==> src/rtl/halut_pkg.sv <==
// rtl/halut_pkg.sv - shared types and constants for the HALUT result path
package halut_pkg;

    localparam int FP32Width         = 32;
    localparam int HalutDecoderUnits = 16;
    localparam int HalutDecAddrWidth = $clog2(HalutDecoderUnits);

    // One buffered decoder result; last marks the final M index of a burst.
    typedef struct packed {
        logic [FP32Width-1:0]         data;
        logic [HalutDecAddrWidth-1:0] m_addr;
        logic                         last;
    } halut_result_t;

endpackage

==> src/rtl/halut_result_fifo.sv <==
// rtl/halut_result_fifo.sv - show-ahead flop-array FIFO of halut_result_t
//
// Purpose: synchronous FIFO, head entry visible on data_o without a read
// strobe. Storage flops carry no reset; data_o is forced to 0 when empty so
// stale contents never leak out.
// Ports:
//   clk_i, rst_ni  clock, asynchronous active-low reset (pointers/fill only)
//   clear_i        synchronous flush, dominates push and pop
//   push_i/data_i  write request and entry; ignored when full without pop
//   pop_i          advance head; ignored when empty
//   data_o         head entry (0 when empty)
//   full_o/empty_o occupancy flags
//   fill_o         occupancy count, 0..Depth
module halut_result_fifo
    import halut_pkg::*;
#(
    parameter int Depth     = 32,
    parameter int AddrWidth = $clog2(Depth)
) (
    input  logic                 clk_i,
    input  logic                 rst_ni,
    input  logic                 clear_i,
    input  logic                 push_i,
    input  halut_result_t        data_i,
    input  logic                 pop_i,
    output halut_result_t        data_o,
    output logic                 full_o,
    output logic                 empty_o,
    output logic [AddrWidth:0]   fill_o
);

    halut_result_t          mem_q [Depth];
    halut_result_t          mem_d [Depth];
    logic [AddrWidth-1:0]   wr_ptr_q, wr_ptr_d;
    logic [AddrWidth-1:0]   rd_ptr_q, rd_ptr_d;
    logic [AddrWidth:0]     fill_q, fill_d;
    logic                   do_push;
    logic                   do_pop;

    assign empty_o = (fill_q == '0);
    assign full_o  = (fill_q == (AddrWidth + 1)'(Depth));
    assign fill_o  = fill_q;
    assign data_o  = empty_o ? '0 : mem_q[rd_ptr_q];

    assign do_pop  = pop_i & ~empty_o;
    // A pop in the same cycle frees the slot, so a full FIFO still accepts.
    assign do_push = push_i & (~full_o | do_pop);

    always_comb begin
        mem_d    = mem_q;
        wr_ptr_d = wr_ptr_q;
        rd_ptr_d = rd_ptr_q;
        fill_d   = fill_q;
        if (clear_i) begin
            wr_ptr_d = '0;
            rd_ptr_d = '0;
            fill_d   = '0;
        end else begin
            if (do_push) begin
                mem_d[wr_ptr_q] = data_i;
                // Depth is a power of two, so the pointer wraps naturally.
                wr_ptr_d        = wr_ptr_q + 1'b1;
            end
            if (do_pop) begin
                rd_ptr_d = rd_ptr_q + 1'b1;
            end
            case ({do_push, do_pop})
                2'b10:   fill_d = fill_q + 1'b1;
                2'b01:   fill_d = fill_q - 1'b1;
                default: fill_d = fill_q;
            endcase
        end
    end

    always_ff @(posedge clk_i or negedge rst_ni) begin
        if (!rst_ni) begin
            wr_ptr_q <= '0;
            rd_ptr_q <= '0;
            fill_q   <= '0;
        end else begin
            wr_ptr_q <= wr_ptr_d;
            rd_ptr_q <= rd_ptr_d;
            fill_q   <= fill_d;
        end
    end

    always_ff @(posedge clk_i) begin
        mem_q <= mem_d;
    end

endmodule

==> src/rtl/halut_result_collector.sv <==
// rtl/halut_result_collector.sv - buffers the serialized HALUT result stream
//
// Purpose: accepts one FP32 result per cycle from the decoder array (no
// backpressure), checks M-index ordering, buffers results and re-presents
// them on a ready/valid handshake.
// Ports:
//   clk_i, rst_ni        clock, asynchronous active-low reset
//   result_i, m_addr_i   incoming result and its M index, qualified by valid_i
//   clear_i              synchronous flush of FIFO, counters and flags
//   out_data_o, out_m_addr_o, out_last_o, out_valid_o, out_ready_i
//                        show-ahead output handshake
//   fill_o               FIFO occupancy
//   overflow_o           sticky: a result was dropped on a full FIFO
//   seq_err_o            sticky: an M index arrived out of order
//   burst_cnt_o          completed bursts accepted (wrapping)
module halut_result_collector
    import halut_pkg::*;
#(
    parameter int DecoderUnits  = HalutDecoderUnits,
    parameter int FifoDepth     = 32,
    parameter int DecAddrWidth  = $clog2(DecoderUnits),
    parameter int FifoAddrWidth = $clog2(FifoDepth)
) (
    input  logic                     clk_i,
    input  logic                     rst_ni,
    input  logic [FP32Width-1:0]     result_i,
    input  logic                     valid_i,
    input  logic [DecAddrWidth-1:0]  m_addr_i,
    input  logic                     clear_i,
    output logic [FP32Width-1:0]     out_data_o,
    output logic [DecAddrWidth-1:0]  out_m_addr_o,
    output logic                     out_last_o,
    output logic                     out_valid_o,
    input  logic                     out_ready_i,
    output logic [FifoAddrWidth:0]   fill_o,
    output logic                     overflow_o,
    output logic                     seq_err_o,
    output logic [15:0]              burst_cnt_o
);

    localparam logic [DecAddrWidth-1:0] LastIdx = DecAddrWidth'(DecoderUnits - 1);

    halut_result_t              in_entry;
    halut_result_t              head;
    logic                       fifo_full;
    logic                       fifo_empty;
    logic                       pop;
    logic                       push;
    logic                       drop;
    logic                       in_last;

    logic [DecAddrWidth-1:0]    exp_q, exp_d;
    logic                       overflow_q, overflow_d;
    logic                       seq_err_q, seq_err_d;
    logic [15:0]                burst_cnt_q, burst_cnt_d;

    assign in_last         = (m_addr_i == LastIdx);
    assign in_entry.data   = result_i;
    assign in_entry.m_addr = m_addr_i;
    assign in_entry.last   = in_last;

    assign pop  = ~fifo_empty & out_ready_i;
    // The input side cannot be stalled: anything not pushed is lost.
    assign push = valid_i & ~clear_i & (~fifo_full | pop);
    assign drop = valid_i & ~clear_i & fifo_full & ~pop;

    halut_result_fifo #(
        .Depth     (FifoDepth),
        .AddrWidth (FifoAddrWidth)
    ) u_fifo (
        .clk_i   (clk_i),
        .rst_ni  (rst_ni),
        .clear_i (clear_i),
        .push_i  (push),
        .data_i  (in_entry),
        .pop_i   (pop),
        .data_o  (head),
        .full_o  (fifo_full),
        .empty_o (fifo_empty),
        .fill_o  (fill_o)
    );

    assign out_valid_o  = ~fifo_empty;
    assign out_data_o   = head.data;
    assign out_m_addr_o = head.m_addr;
    assign out_last_o   = head.last;

    // Sequence checker: a burst always starts at index 0 because exp_q falls
    // back to 0 whenever valid_i drops. A mismatch resyncs to the observed
    // index so a single glitch raises only one error event.
    always_comb begin
        exp_d       = exp_q;
        overflow_d  = overflow_q;
        seq_err_d   = seq_err_q;
        burst_cnt_d = burst_cnt_q;
        if (clear_i) begin
            exp_d       = '0;
            overflow_d  = 1'b0;
            seq_err_d   = 1'b0;
            burst_cnt_d = '0;
        end else begin
            if (valid_i) begin
                if (m_addr_i != exp_q) begin
                    seq_err_d = 1'b1;
                end
                exp_d = in_last ? '0 : m_addr_i + 1'b1;
            end else begin
                exp_d = '0;
            end
            if (drop) begin
                overflow_d = 1'b1;
            end
            if (push && in_last) begin
                burst_cnt_d = burst_cnt_q + 16'd1;
            end
        end
    end

    always_ff @(posedge clk_i or negedge rst_ni) begin
        if (!rst_ni) begin
            exp_q       <= '0;
            overflow_q  <= 1'b0;
            seq_err_q   <= 1'b0;
            burst_cnt_q <= '0;
        end else begin
            exp_q       <= exp_d;
            overflow_q  <= overflow_d;
            seq_err_q   <= seq_err_d;
            burst_cnt_q <= burst_cnt_d;
        end
    end

    assign overflow_o  = overflow_q;
    assign seq_err_o   = seq_err_q;
    assign burst_cnt_o = burst_cnt_q;

endmodule

==> config.mk <==
export PLATFORM = sky130hd
export DESIGN_NAME = halut_result_collector
export DESIGN_NICKNAME = d
export VERILOG_FILES = /design/src/rtl/halut_pkg.sv /design/src/rtl/halut_result_fifo.sv /design/src/rtl/halut_result_collector.sv
export SDC_FILE = /design/constraint.sdc
export NUM_CORES = 1
export LEC_CHECK = 0
export BUFFER_PORTS_ARGS = -buffer_cell sky130_fd_sc_hd__buf_2
export CORE_AREA = 2 2 273 275
export CTS_CLUSTER_SIZE = 12
export DETAILED_ROUTE_END_ITERATION = 6
export DIE_AREA = 0 0 275 277
export PLACE_DENSITY = 0.82
export SLEW_MARGIN = 40
export SYNTH_ARGS = -nofsm -noshare
export SYNTH_HDL_FRONTEND = slang
export SYNTH_SLANG_ARGS = --single-unit
==> constraint.sdc <==
create_clock -name clk_i -period 8.2 [get_ports clk_i]
set_input_delay 0.41 -clock clk_i [delete_from_list [all_inputs] [get_ports clk_i]]
set_output_delay 0.41 -clock clk_i [all_outputs]
set_load 0.03 [all_outputs]
==> key figures <==
Setup path
  – Worst path arrival time: 4190 ps
  – Slowest cell on the critical path: dfrtp_4
  – CP Launch Type: flip-flop
  – Kind of cell adding the most delay to the critical path: buffers and inverters
  – Largest fanout on the critical path: 86
  – FF-to-FF setup slack: 4660 ps
  – Critical Path Max Stage Delay: 750 ps
  – CP bufs+invs: 5
  – Setup CP Type: flip-flop to output port
  – R2R Path Start: u_fifo.fill_o[1]$_DFFE_PN0P_
  – CP startpoint: u_fifo.rd_ptr_q[1]$_DFFE_PN0P_
  – Worst Path Required: 7790 ps
  – Critical Path End Type: output port
  – CP Cell Sequence: buf_12, buf_12, buf_16, mux4_2, mux4_2, inv_1, o22ai_1, buf_2

Global routing
  – Aggregate global routing overflow: 0
  – Vias in the first global route: 24,839
  – Global-route usage over all layers: 0.342
  – Largest net degree at the start of global routing: 98
  – First-pass GRT wire length: 180,000 µm
  – Antenna violations before repair: 5

Outcome
  – Status: finished clean

Synth
  – Async SR Flop Fraction: 0.0311
  – Mean Syn Cell Area: 23.2 µm²
  – #FFs+latches synth: 1,222
  – Number of synthesized flops with an enable pin: 1,184
  – Syn Inst Count: 2,039
  – Synth cell types: 49
  – Area leader, netlist: edfxtp_1
  – Sequential share of the synthesized area: 0.772
  – Post-synth top area share: 0.752
  – Syn nets: 2,090
  – Most used DFF post-synth: edfxtp_1
  – Synthesized cell area: 47,300 µm²
  – Synth top cells by count: 1,184 x edfxtp_1, 369 x mux4_2, 70 x nor2_1
  – Count leader, synth: edfxtp_1
  – Yosys warns: 0
  – Ranking of synthesized cells by area: edfxtp_1 75%, mux4_2 18%, dfrtp_1 2.0%, buf_6 0.62%, nor2_1 0.56%

Clock network
  – Clock transition at path regs: 60 ps
  – Clock latency on the worst-skew pair: 690 ps
  – H-tree depth: 3
  – CTS root buf: clkbuf_16
  – Post-CTS setup buffers: 0
  – PostCTS Resize Cnt: 0
  – Clock Path Buffers: 3
  – CTS tree: done
  – Clk sinks: 1,222
  – TritonCTS buffer count: 118

Layout
  – NumNets Final: 2,261
  – Layout cell share with drive strength beyond 1: 0.309
  – Final cell count without fillers: 3,234
  – Layout area overhead: 11.3%

Route
  – TritonRoute pass-1 iters: 5
  – Vias: 24,149
  – Antenna-violating nets left: 0
  – DR WL/cell: 39.4 µm
  – Routed WL: 127,000 µm
  – Vias per cell: 7.47
  – Post-route DRC: 0
  – DRT iter0 DRCs: 4,202

STA
  – Minimum clock period: 4600 ps
  – TNS Setup: 0 ps
  – Clk_skew: 35.3 ps
  – Fmax: 217 MHz
  – Fin crit share: 0.561
  – Max Transition Viols Final: 0
  – Final hold viol count: 0
  – Rel. slew slack: 0.374
  – Min setup slack post-route: 3600 ps
  – Worst-margin pin slew: 938 ps
  – Setup violators final: 0
  – RSZ-0062 raised after global routing: no

Floorplan
  – Die ar.: 76,200 µm²
  – # rows: 100
  – # IOs: 103
  – Die W: 275 µm
  – Starting Density: 0.643
  – Core area: 73,600 µm²
  – Die height: 277 µm

Placement
  – Dpl cells: 3,054
  – Setup slack at placement: 4440 ps
  – DP HPWL: 54,500 µm
  – Port Buf Inserts: 102
  – Final RePlAce weighted congestion: 0.781

Power and ir drop
  – VDD IR-drop max: 0.361 mV
  – Lkg Pwr: 16.3 nW
  – P per Cell Area: 293 nW/µm²

Hold path
  – Class of the worst hold path: primary input to flip-flop
  – Hold Startpoint: valid_i

Run
  – Maxcap violations: 0
[report_power, final]
group / switching, mW / internal [mW] / total (mW)
Combinational: 1.95 / 1.50 / 3.46
Clock: 2.25 / 2.69 / 4.95
Sequential: 0.0999 / 6.90 / 7.00
Total: 4.30 / 11.1 / 15.4
[worst register-to-register path, cell delays in order (launching register included)]
cell     delay (ps)
dfrtp_1         540
nor4_4          130
a41oi_2         370
nand2_1         580
nor2_4          830
buf_4           670
[area by class of cell]
type	count	area, µm²
Inverter	80	300
Sequential cell	1222	36500
Multi-Input combinational cell	633	10100
Timing Repair Buffer	155	1180
Antenna cell	4	10.0
Clock inverter	32	239
Tap cell	969	1210
Fill cell	3807	20900
Clock buffer	139	3050
[repair_timing]
action | CTS | global route
endpoints found under the setup margin | 0 | 0
hold buffers | 1 | 0
hold endpoints to repair | 38 | 0
[logic make-up after synthesis]
family	after synthesis	synth area share
and+or+nand+nor	150	0.0153
adders and majority gates	10	0.00264
DFF	1222	0.772
buffers and inverters	184	0.0193
muxes	374	0.177
AOI/OAI and AO/OA	72	0.00949
xor gates and xnor gates	27	0.00500
[routing by layer]
metal  GRT usage  part of all wire
met3      0.0871              0.12
met4       0.157             0.046
met5           0           0.00011
met1       0.463              0.33
met2       0.533              0.50
[per-stage QoR]
step / total power [mW] / area, µm² / hold slack, ps / util
after global routing: 15.8 / 52600 / 79.2 / 0.716
final: 15.4 / 52600 / 81.2 / 0.716
after global placement: 10.3 / 49000 / 478 / 0.666
after floorplan: 9.66 / 47300 / 114 / -
after detailed placement: 10.4 / 49200 / 503 / 0.669
after CTS: 15.4 / 52500 / 44.0 / 0.714
[flip-flops by register name (all words and copies together) (netlist names)]
signal and flops:
seq_err_o 1, exp_q 4, u_fifo.mem_q 1184, u_fifo.fill_o 6
u_fifo.rd_ptr_q 5, overflow_o 1, u_fifo.wr_ptr_q 5, burst_cnt_o 16
[final timing paths]
check,endpoint,cells past startpoint
worst min-delay path,u_fifo.fill_o[5]$_DFFE_PN0P_,2
worst min register to register,overflow_o$_DFFE_PN0P_,2
min in group asynchronous,burst_cnt_o[0]$_DFFE_PN0P_,2
worst max register to register,u_fifo.mem_q[670]$_DFFE_PP_,5
worst max-delay path,out_data_o[12],8
max in group asynchronous,u_fifo.rd_ptr_q[3]$_DFFE_PN0P_,2
[placed cells by master (no fill, tap or decap), types with 3 or more instances in the layout]
| cell type | instances |
|---|---|
| edfxtp_1 | 1184 |
| nand3b_1 | 5 |
| xnor2_1 | 16 |
| o21ai_0 | 4 |
| dfrtp_1 | 34 |
| inv_1 | 64 |
| buf_12 | 13 |
| bufinv_16 | 3 |
| clkbuf_1 | 20 |
| nor3_1 | 7 |
| diode_2 | 4 |
| a21oi_1 | 10 |
| nor2_1 | 39 |
| clkinv_1 | 35 |
| ha_1 | 10 |
| buf_6 | 16 |
| nand2_1 | 19 |
| nand3_1 | 11 |
| xor2_1 | 11 |
| clkbuf_16 | 119 |
| clkinv_2 | 4 |
| nand4_1 | 12 |
| buf_2 | 101 |
| nor2_4 | 31 |
| or3_1 | 6 |
| o21ai_1 | 8 |
| dfrtp_4 | 4 |
| o22ai_1 | 38 |
| nand2b_1 | 3 |
| mux2i_1 | 4 |
| buf_4 | 22 |
| mux4_2 | 369 |
(Power assumes the default switching activity.)
